`config.mk`:
```
export PLATFORM = sky130hd
export DESIGN_NAME = flp_adder_align_swap
export DESIGN_NICKNAME = d
export VERILOG_FILES = /design/src/rtl/flp_adder_align_swap_pkg.sv /design/src/rtl/flp_adder_align_swap_shifter.sv /design/src/rtl/flp_adder_align_swap.sv
export SDC_FILE = /design/constraint.sdc
export NUM_CORES = 1
export LEC_CHECK = 0
export ABC_CLOCK_PERIOD_IN_PS = 4170
export BUFFER_PORTS_ARGS = -buffer_cell sky130_fd_sc_hd__clkbuf_2
export CORE_MARGIN = 3
export CORE_UTILIZATION = 55
export CTS_BUF_LIST = sky130_fd_sc_hd__clkbuf_4 sky130_fd_sc_hd__clkbuf_8
export DETAILED_ROUTE_END_ITERATION = 7
export GPL_TIMING_DRIVEN = 0
export PLACE_DENSITY = 0.87
export RECOVER_POWER = 25
export SYNTH_ARGS = -nofsm -noshare
export SYNTH_HDL_FRONTEND = slang
export SYNTH_SLANG_ARGS = --single-unit
```
`constraint.sdc`:
```
create_clock -name clk -period 4.17 [get_ports clk]
set_clock_uncertainty 0.05 [all_clocks]
set_input_delay 0.2085 -clock clk [delete_from_list [all_inputs] [get_ports clk]]
set_output_delay 0.2085 -clock clk [all_outputs]
set_load 0.005 [all_outputs]
```
`src/rtl/flp_adder_align_swap_pkg.sv`:
```
// Shared constants and types for the floating-point adder align/swap front end.
// Default widths describe IEEE-754 single precision.
package flp_adder_align_swap_pkg;

  localparam int EXPONENT_BITS_DEF    = 8;
  localparam int SIGNIFICANT_BITS_DEF = 23;

  // Which input operand ends up as the larger-magnitude "b" operand.
  typedef enum logic {
    SEL_B_LARGER = 1'b0,
    SEL_A_LARGER = 1'b1
  } swap_sel_e;

endpackage

```
`src/rtl/flp_adder_align_swap_shifter.sv`:
```
// Combinational right barrel shift of the smaller significand, reporting the
// most significant bit shifted out and whether the operand vanishes entirely.
module flp_adder_align_swap_shifter #(
  parameter int SIG_W       = 24,
  parameter int SHIFT_W     = 8,
  parameter int SHIFT_LIMIT = 25
) (
  input  logic [SIG_W-1:0]   sig_in,
  input  logic [SHIFT_W-1:0] shift,
  input  logic               force_zero,
  output logic [SIG_W-1:0]   sig_out,
  output logic               bit_shifted_out,
  output logic               underflow
);

  logic [31:0] shift_ext;

  always_comb begin
    shift_ext       = 32'(shift);
    underflow       = force_zero || (shift_ext >= 32'(SHIFT_LIMIT));
    sig_out         = sig_in >> shift;
    bit_shifted_out = 1'b0;
    // Bit (shift-1) of the input is the last one to fall off the right end.
    for (int i = 0; i < SIG_W; i++) begin
      if (shift_ext == 32'(i + 1)) begin
        bit_shifted_out = sig_in[i];
      end
    end
    if (underflow) begin
      sig_out         = '0;
      bit_shifted_out = 1'b0;
    end
  end

endmodule

```
`src/rtl/flp_adder_align_swap.sv`:
```
// Front half of the FP adder: order operands by magnitude and right-align the
// smaller significand to the larger exponent. Two registered stages, no stall.
module flp_adder_align_swap
  import flp_adder_align_swap_pkg::*;
#(
  parameter int EXPONENT_BITS    = EXPONENT_BITS_DEF,
  parameter int SIGNIFICANT_BITS = SIGNIFICANT_BITS_DEF,
  parameter int OVERALL_BITS     = 1 + EXPONENT_BITS + SIGNIFICANT_BITS
) (
  input  logic                      clk,
  input  logic                      rst,
  input  logic [OVERALL_BITS-1:0]   operand_a,
  input  logic [OVERALL_BITS-1:0]   operand_b,
  input  logic                      data_valid,
  output logic                      sign_result_2DP,
  output logic                      data_valid_2DP,
  output logic                      signs_equal_2DP,
  output logic [EXPONENT_BITS-1:0]  exponent_b_2DP,
  output logic [SIGNIFICANT_BITS:0] significant_b_2DP,
  output logic [SIGNIFICANT_BITS:0] denorm_significant_a_2DP,
  output logic                      bit_shifted_out_2DP,
  output logic                      denorm_underflow_2DP
);

  localparam int E           = EXPONENT_BITS;
  localparam int S           = SIGNIFICANT_BITS;
  localparam int SHIFT_LIMIT = SIGNIFICANT_BITS + 2;

  // Unpacked fields and stage-1 combinational results
  logic            sign_a, sign_b;
  logic [E-1:0]    exp_a, exp_b;
  logic [S-1:0]    man_a, man_b;
  logic [E+S-1:0]  mag_a, mag_b;
  swap_sel_e       swap_sel;
  logic [E-1:0]    exp_small;

  // Stage-1 registers
  logic [S:0]      s1_sig_small_d, s1_sig_small_q;
  logic [S:0]      s1_sig_big_d,   s1_sig_big_q;
  logic [E-1:0]    s1_exp_big_d,   s1_exp_big_q;
  logic [E-1:0]    s1_shift_d,     s1_shift_q;
  logic            s1_sign_small_d, s1_sign_small_q;
  logic            s1_sign_big_d,   s1_sign_big_q;
  logic            s1_tie_d,        s1_tie_q;
  logic            s1_small_zero_d, s1_small_zero_q;
  logic            s1_valid_d,      s1_valid_q;

  // Stage-2 registers (module outputs)
  logic            sign_result_d,  sign_result_q;
  logic            valid_2_d,      valid_2_q;
  logic            signs_equal_d,  signs_equal_q;
  logic [E-1:0]    exp_b_2_d,      exp_b_2_q;
  logic [S:0]      sig_b_2_d,      sig_b_2_q;
  logic [S:0]      denorm_a_2_d,   denorm_a_2_q;
  logic            bso_2_d,        bso_2_q;
  logic            underflow_2_d,  underflow_2_q;

  logic [S:0]      shifted_sig;
  logic            shifted_bso;
  logic            shifted_underflow;

  // Denormals are flushed: a zero exponent clears the mantissa before the
  // compare, so every encoding with exponent 0 orders as an exact zero.
  always_comb begin
    sign_a = operand_a[OVERALL_BITS-1];
    sign_b = operand_b[OVERALL_BITS-1];
    exp_a  = operand_a[OVERALL_BITS-2 -: E];
    exp_b  = operand_b[OVERALL_BITS-2 -: E];
    man_a  = (exp_a != '0) ? operand_a[S-1:0] : '0;
    man_b  = (exp_b != '0) ? operand_b[S-1:0] : '0;
    mag_a  = {exp_a, man_a};
    mag_b  = {exp_b, man_b};
  end

  always_comb begin
    swap_sel        = (mag_a > mag_b) ? SEL_A_LARGER : SEL_B_LARGER;
    s1_sig_big_d    = {(exp_b != '0), man_b};
    s1_sig_small_d  = {(exp_a != '0), man_a};
    s1_exp_big_d    = exp_b;
    exp_small       = exp_a;
    s1_sign_big_d   = sign_b;
    s1_sign_small_d = sign_a;
    if (swap_sel == SEL_A_LARGER) begin
      s1_sig_big_d    = {(exp_a != '0), man_a};
      s1_sig_small_d  = {(exp_b != '0), man_b};
      s1_exp_big_d    = exp_a;
      exp_small       = exp_b;
      s1_sign_big_d   = sign_a;
      s1_sign_small_d = sign_b;
    end
    s1_shift_d      = s1_exp_big_d - exp_small;
    s1_tie_d        = (mag_a == mag_b);
    s1_small_zero_d = (exp_small == '0);
    s1_valid_d      = data_valid;
  end

  always_ff @(posedge clk or posedge rst) begin
    if (rst) begin
      s1_sig_small_q  <= '0;
      s1_sig_big_q    <= '0;
      s1_exp_big_q    <= '0;
      s1_shift_q      <= '0;
      s1_sign_small_q <= 1'b0;
      s1_sign_big_q   <= 1'b0;
      s1_tie_q        <= 1'b0;
      s1_small_zero_q <= 1'b0;
      s1_valid_q      <= 1'b0;
    end else begin
      s1_sig_small_q  <= s1_sig_small_d;
      s1_sig_big_q    <= s1_sig_big_d;
      s1_exp_big_q    <= s1_exp_big_d;
      s1_shift_q      <= s1_shift_d;
      s1_sign_small_q <= s1_sign_small_d;
      s1_sign_big_q   <= s1_sign_big_d;
      s1_tie_q        <= s1_tie_d;
      s1_small_zero_q <= s1_small_zero_d;
      s1_valid_q      <= s1_valid_d;
    end
  end

  flp_adder_align_swap_shifter #(
    .SIG_W      (S + 1),
    .SHIFT_W    (E),
    .SHIFT_LIMIT(SHIFT_LIMIT)
  ) u_shifter (
    .sig_in         (s1_sig_small_q),
    .shift          (s1_shift_q),
    .force_zero     (s1_small_zero_q),
    .sig_out        (shifted_sig),
    .bit_shifted_out(shifted_bso),
    .underflow      (shifted_underflow)
  );

  // Exact cancellation (equal magnitudes, opposite signs) yields +0.
  always_comb begin
    sign_result_d = s1_sign_big_q;
    if (s1_tie_q && (s1_sign_small_q != s1_sign_big_q)) begin
      sign_result_d = 1'b0;
    end
    valid_2_d     = s1_valid_q;
    signs_equal_d = ~(s1_sign_small_q ^ s1_sign_big_q);
    exp_b_2_d     = s1_exp_big_q;
    sig_b_2_d     = s1_sig_big_q;
    denorm_a_2_d  = shifted_sig;
    bso_2_d       = shifted_bso;
    underflow_2_d = shifted_underflow;
  end

  always_ff @(posedge clk or posedge rst) begin
    if (rst) begin
      sign_result_q <= 1'b0;
      valid_2_q     <= 1'b0;
      signs_equal_q <= 1'b0;
      exp_b_2_q     <= '0;
      sig_b_2_q     <= '0;
      denorm_a_2_q  <= '0;
      bso_2_q       <= 1'b0;
      underflow_2_q <= 1'b0;
    end else begin
      sign_result_q <= sign_result_d;
      valid_2_q     <= valid_2_d;
      signs_equal_q <= signs_equal_d;
      exp_b_2_q     <= exp_b_2_d;
      sig_b_2_q     <= sig_b_2_d;
      denorm_a_2_q  <= denorm_a_2_d;
      bso_2_q       <= bso_2_d;
      underflow_2_q <= underflow_2_d;
    end
  end

  assign sign_result_2DP          = sign_result_q;
  assign data_valid_2DP           = valid_2_q;
  assign signs_equal_2DP          = signs_equal_q;
  assign exponent_b_2DP           = exp_b_2_q;
  assign significant_b_2DP        = sig_b_2_q;
  assign denorm_significant_a_2DP = denorm_a_2_q;
  assign bit_shifted_out_2DP      = bso_2_q;
  assign denorm_underflow_2DP     = underflow_2_q;

endmodule

```
Word level (Yosys, flattened, before mapping)
Index checks and enable logic that the tools add are counted.
{"block": "totals", "out_inout_bits": 61, "word_cells": 90, "register_bits": 130, "input_bits": 67}
{"block": "op_classes", "n_eq_ne": 26, "n_reduce_logical": 5, "shift": 1, "bitwise": 2, "order_cmp": 2, "mux": 36, "addsub": 1}
{"op": "$eq 8x5->1 const B", "count": 9}
{"op": "$mux 24", "count": 3}
{"op": "$eq 8x4->1 const B", "count": 8}
{"op": "$mux 23", "count": 2}
{"op": "$eq 8x3->1 const B", "count": 4}
{"op": "$eq 31x31->1", "count": 1}
{"op": "$gt 31x31->1", "count": 1}
{"op": "$mux 1", "count": 29}
{"op": "$shr 24x8->24", "count": 1}
{"op": "$eq 8x2->1 const B", "count": 2}
{"op": "$mux 8", "count": 2}
{"op": "$reduce_bool 8->1", "count": 2}
{"op": "$eq 8x1->1 const B", "count": 1}
{"op": "$ge 8x5->1 const B", "count": 1}
{"op": "$logic_not 8->1", "count": 1}
{"op": "$sub 8x8->8", "count": 1}
{"op": "$logic_and 1x1->1", "count": 1}
{"op": "$logic_or 1x1->1", "count": 1}
{"op": "$ne 1x1->1", "count": 1}
{"op": "$not 1->1", "count": 1}
{"op": "$xor 1x1->1", "count": 1}

Logic depth before layout (Yosys ltp)
{"block": "logic_depth", "word_depth": 26, "depth_mapped": 17, "depth_no_buf": 16}

Cells and area by module
Synthesis repeated with hierarchy kept, for this count alone.
{"block": "hier_totals", "cells_unflattened": 706, "hier_area_um2": 6921.6}
{"module": "flp_adder_align_swap", "seq_area_each_um2": 3253.1, "n_inst": 1, "cells_each": 480, "area_each_um2": 5332.6}
{"module": "flp_adder_align_swap_shifter", "seq_area_each_um2": 0.0, "n_inst": 1, "cells_each": 226, "area_each_um2": 1589.0}

Worst setup path before layout
OpenSTA, ideal clock, no wires.
{"block": "synth_timing", "path_type": "input -> register", "start": "input port operand_a[24]", "end": "register s1_shift_q[6]", "cell_stages": 17, "t_required_ns": 4.054, "setup_time_ns": 0.066, "setup_slack_ns": 0.349, "arrival_ns": 3.705, "path_buffers": 1, "cell_sequence": "nor4_1 -> nand2_1 -> clkbuf_1 -> and2_1 -> ha_1 -> nand4_1 -> nor4_1 -> o221ai_1 -> nand4_4 -> nand2_2 -> nor3_1 -> nor2_1 -> ha_1 -> a221o_1 -> a2bb2oi_1 -> mux2i_1 -> o311a_1"}
{"block": "synth_via", "elab_chain_len": 6, "elab_cells_between_ends": 7, "cone_classes": "add/sub (1); order compare (1); mux (4); reduce/logical (1)"}
{"item": "start, declared", "line": "flp_adder_align_swap.sv:12", "source": "input logic [OVERALL_BITS-1:0] operand_a,"}
{"item": "$reduce_bool 8->1", "line": "flp_adder_align_swap.sv:69", "source": "man_a = (exp_a != '0) ? operand_a[S-1:0] : '0;"}
{"item": "$mux 23", "line": "flp_adder_align_swap.sv:69"}
{"item": "$gt 31x31->1", "line": "flp_adder_align_swap.sv:76", "source": "swap_sel = (mag_a > mag_b) ? SEL_A_LARGER : SEL_B_LARGER;"}
{"item": "$mux 1", "line": "flp_adder_align_swap.sv:76"}
{"item": "$mux 8", "line": "flp_adder_align_swap.sv:83", "source": "if (swap_sel == SEL_A_LARGER) begin"}
{"item": "$sub 8x8->8 *", "line": "flp_adder_align_swap.sv:91", "source": "s1_shift_d = s1_exp_big_d - exp_small;"}
{"item": "net s1_shift_d[6]", "line": "flp_adder_align_swap.sv:41", "source": "logic [E-1:0] s1_shift_d, s1_shift_q;"}
{"item": "end signal, assigned", "line": "flp_adder_align_swap.sv:112", "source": "s1_shift_q <= s1_shift_d;"}
{"item": "end, declared", "line": "flp_adder_align_swap.sv:41"}
Mark *: on every way through the listed nets, which the timed path passes. The rest lies on a longest branch.

Worst setup path after layout
Same ends and word-level chain as after synthesis.

==> key figures <==
Power and ir drop
  – Power Dens Cells: 424 nW/um^2
  – VDD IR max: 0.277 mV
  – Static leakage: 0.00410 uW

Placement
  – Final Wtd Congestion: 0.965
  – Final HPWL from detailed placement: 13.6 mm
  – Placed Area: 7660 sq um
  – I/O Buffers: 127

CTS
  – Clock latency reported for the late side of the worst-skew pair: 460 ps
  – # H-tree levels: 4
  – TritonCTS buffer count: 17
  – Clock-pin slew reported for the worst setup and hold paths after clock tree synthesis: 70 ps
  – Clock Path Buffers: 2
  – Buffer type at the clock tree root: clkbuf_8
  – Clock tree from TritonCTS: built
  – Number of sinks driven by the clock tree: 130

Yosys
  – Syn nets: 812
  – Count of state elements after synthesis: 130
  – Async set or reset register ratio after synthesis: 1.00
  – Yosys cell types: 64
  – Share of the yosys chip area belonging to registers: 0.479
  – Netlist area before placement: 6790 sq um
  – Post-synth EDFFs: 0
  – Dominant synthesized flop cell: dfrtp_1
  – Total number of yosys warnings: 0
  – Mean cell area of the mapped netlist: 9.53 sq um
  – Gate count after technology mapping: 713

Critical path
  – Crit path required time: 4500 ps
  – Worst reg2reg endpoint: denorm_significant_a_2DP[1]
  – Crit end category: register
  – R2r startpoint: s1_shift_q[0]
  – WP data arrival: 4320 ps
  – Number of cells on the worst reg-to-reg path: 9
  – Worst setup SP type: primary input
  – Largest driver fanout on the critical path: 10
  – Worst reg2reg setup slack: 1390 ps
  – Classification of the worst setup path: in2reg

Routing
  – Post-detailed-route DRC marker count: 0
  – Number of iterations in the first detailed-routing pass: 5
  – Routed WL: 19.3 mm
  – First DRT Iteration DRCs: 571
  – Routed vias: 6,287
  – Average wire per standard cell: 17.9 microns
  – Via-per-instance ratio: 5.84
  – Number of nets with antenna violations after detailed routing: 0

Min path
  – Worst Hold Depth: 2
  – HP Start: operand_a[27]
  – Worst min-delay path class: in2reg
  – Sink of the worst hold path: exp_b_2_d[4]

Timing
  – Transition time of the tightest slew-check pin: 2000 ps
  – Count of final hold-check violations: 0
  – Tightest slew margin relative to the limit: -0.340
  – Ratio of final minimum period to clock period: 0.956
  – Sum of negative setup slack: 0 ps
  – Shortest clock period the worst path allows after layout: 3990 ps
  – Final setup viols: 0
  – Final slew viol count: 47
  – Setup repair after global routing missed its margin: no
  – Max Fclk: 251 MHz

Die
  – Boundary Pins: 128
  – Die outline area: 13,700 sq um
  – Die extent in y: 117 microns
  – Core Box Area: 11,800 sq um
  – Die boundary width: 117 microns
  – Starting utilization of the core area: 0.578
  – Number of placement rows: 39

GRT
  – Number of antenna violations at the first check in global routing: 0
  – Global router's overall resource usage: 0.295
  – Number of global-route vias before repair: 6,218
  – Wire length of the first global-routing pass: 30.8 mm
  – Remaining Overflow, GRT: 0
  – Largest net degree at the start of global routing: 85

Cells and area
  – Number of antenna repair diodes: 0
  – Total number of nets in the final design: 998
  – Summed area of non-filler cells in the final layout: 8540 sq um
  – Post-synthesis to final-layout area growth: 25.7%
  – Share of final-layout standard cells stronger than drive strength 1: 0.231

Status
  – Run status: finished, violations left
  – Violated checks: max-capacitance violations, max-slew violations

Flow run
  – Maximum Capacitance Violations: 1
-- logic make-up (layout without fill, tap and decap cells) --
family | count (synthesis) | in the layout | share of synthesized area
XOR/XNOR | 6 | 6 | 0.00774
AND/OR/NAND/NOR | 307 | 307 | 0.211
flip-flops | 130 | 130 | 0.479
adder cells (fa/ha/maj) | 32 | 32 | 0.0590
multiplexers | 43 | 43 | 0.0711
AO/OA/AOI/OAI | 133 | 133 | 0.137
buffers and inverters | 62 | 261 | 0.0352
-- stage by stage --
stage               setup slack (ps)  power, uW  std cells  hold WS, ps  utilization
floorplan                        349       2170        713          190            -
global placement                -847       2490       1004          267        0.649
detailed placement              -882       2510       1005          195        0.652
CTS                             24.3       3590       1075        0.475        0.721
global route                    10.9       3810       1076         38.8        0.726
finish                           183       3620       1076         42.8        0.726
-- repair_timing --
action                                 4_1_cts  5_1_grt
pin swaps                                    0        2
buffers inserted                             0        1
endpoints found under the hold margin       91        0
setup endpoints to repair                    3        6
hold buffers                                38        0
resized for setup                            7       14
-- sequential cells by signal (all words and copies together) (netlist names) --
signal and flops:
data_valid_2DP 1, s1_sig_big_q 24, s1_sign_small_q 1, signs_equal_2DP 1
denorm_significant_a_2DP 24, denorm_underflow_2DP 1, exp_b_2_d 8, significant_b_2DP 24
s1_sign_big_q 1, sign_result_2DP 1, exponent_b_2DP 8, s1_valid_q 1
s1_small_zero_q 1, s1_shift_q 8, bit_shifted_out_2DP 1, s1_sig_small_q 24
s1_tie_q 1
-- synth_stat cells (all sizes together) (6+ instances only) --
master | number | area [sq um]
a211oi | 8 | 60.1
a21oi | 22 | 125
a31oi | 6 | 52.6
and2 | 25 | 156
and3 | 7 | 48.8
buf | 13 | 55.1
clkbuf | 30 | 113
dfrtp | 130 | 3250
ha | 32 | 400
inv | 18 | 67.6
mux2 | 22 | 248
mux2i | 19 | 190
nand2 | 118 | 445
nand2b | 7 | 43.8
nand3 | 60 | 300
nand4 | 6 | 52.6
nor2 | 52 | 195
nor3 | 12 | 60.1
nor4 | 7 | 43.8
o211ai | 13 | 97.6
o21ai | 39 | 195
o22ai | 7 | 43.8
-- layout by cell type (no fill, tap or decap), types with 4 or more instances in the layout --
| cell | count |
|---|---|
| nand2b_1 | 7 |
| dfrtp_1 | 130 |
| o21ai_0 | 39 |
| inv_1 | 16 |
| nor2b_1 | 4 |
| a311oi_1 | 4 |
| nand2_1 | 115 |
| dlygate4sd3_1 | 38 |
| and3_1 | 6 |
| a21oi_1 | 20 |
| buf_1 | 8 |
| nor3_1 | 11 |
| o211ai_1 | 13 |
| nor2_1 | 52 |
| buf_2 | 7 |
| xnor2_1 | 4 |
| mux2i_1 | 19 |
| o22ai_1 | 7 |
| nand4_1 | 5 |
| ha_1 | 32 |
| clkbuf_8 | 19 |
| clkbuf_2 | 126 |
| clkinv_2 | 5 |
| a31oi_1 | 5 |
| nand3_1 | 60 |
| mux2_2 | 22 |
| a211oi_1 | 8 |
| clkbuf_1 | 29 |
| and2_1 | 25 |
-- power by group --
part	switching (uW)	internal [uW]
combinational	675	412
clock	493	560
sequential	66.3	1410
total	1230	2380
-- metal layers --
metal / vias up / track usage / share of wire
li1: 2898 / - / -
met1: 2933 / 0.371 / 0.40
met4: 0 / 0.138 / 0.037
met3: 63 / 0.0740 / 0.082
met2: 393 / 0.481 / 0.48
met5: - / 0 / 0
-- worst max-delay path by stage --
stage	end	from	slack, ps
3_3_place_gp	s1_shift_q[6]	operand_a[24]	-850
5_1_grt	s1_shift_q[6]	operand_b[23]	10
3_5_place_dp	s1_shift_q[6]	operand_a[24]	-880
2_1_floorplan	s1_shift_q[6]	operand_a[24]	350
6_report	s1_shift_q[6]	operand_a[24]	180
4_1_cts	s1_shift_q[6]	operand_a[24]	20
-- worst max-delay path: stages --
cell	delay (ps)
clkbuf_2	150
nor4_4	430
nand2_2	150
buf_2	220
and2_1	230
ha_1	330
nand4_1	210
buf_4	150
nor3_1	40
a2bb2oi_1	280
nand4_4	240
nand2_8	190
and3_1	250
nor2_1	70
ha_1	190
a221o_1	320
a2bb2oi_1	180
mux2i_1	200
o311a_1	230
-- area by class of cell --
class                      instances  area [sq um]
sequential                       130          3250
fill                             824          3220
tap                              164           205
multi-input combinational        521          3390
clock inverter                    13           134
inverter                          19          72.6
buffer                            43           170
clock buffer                      19           262
timing repair buffer             167          1050
Power figures use the tool's default switching activity.
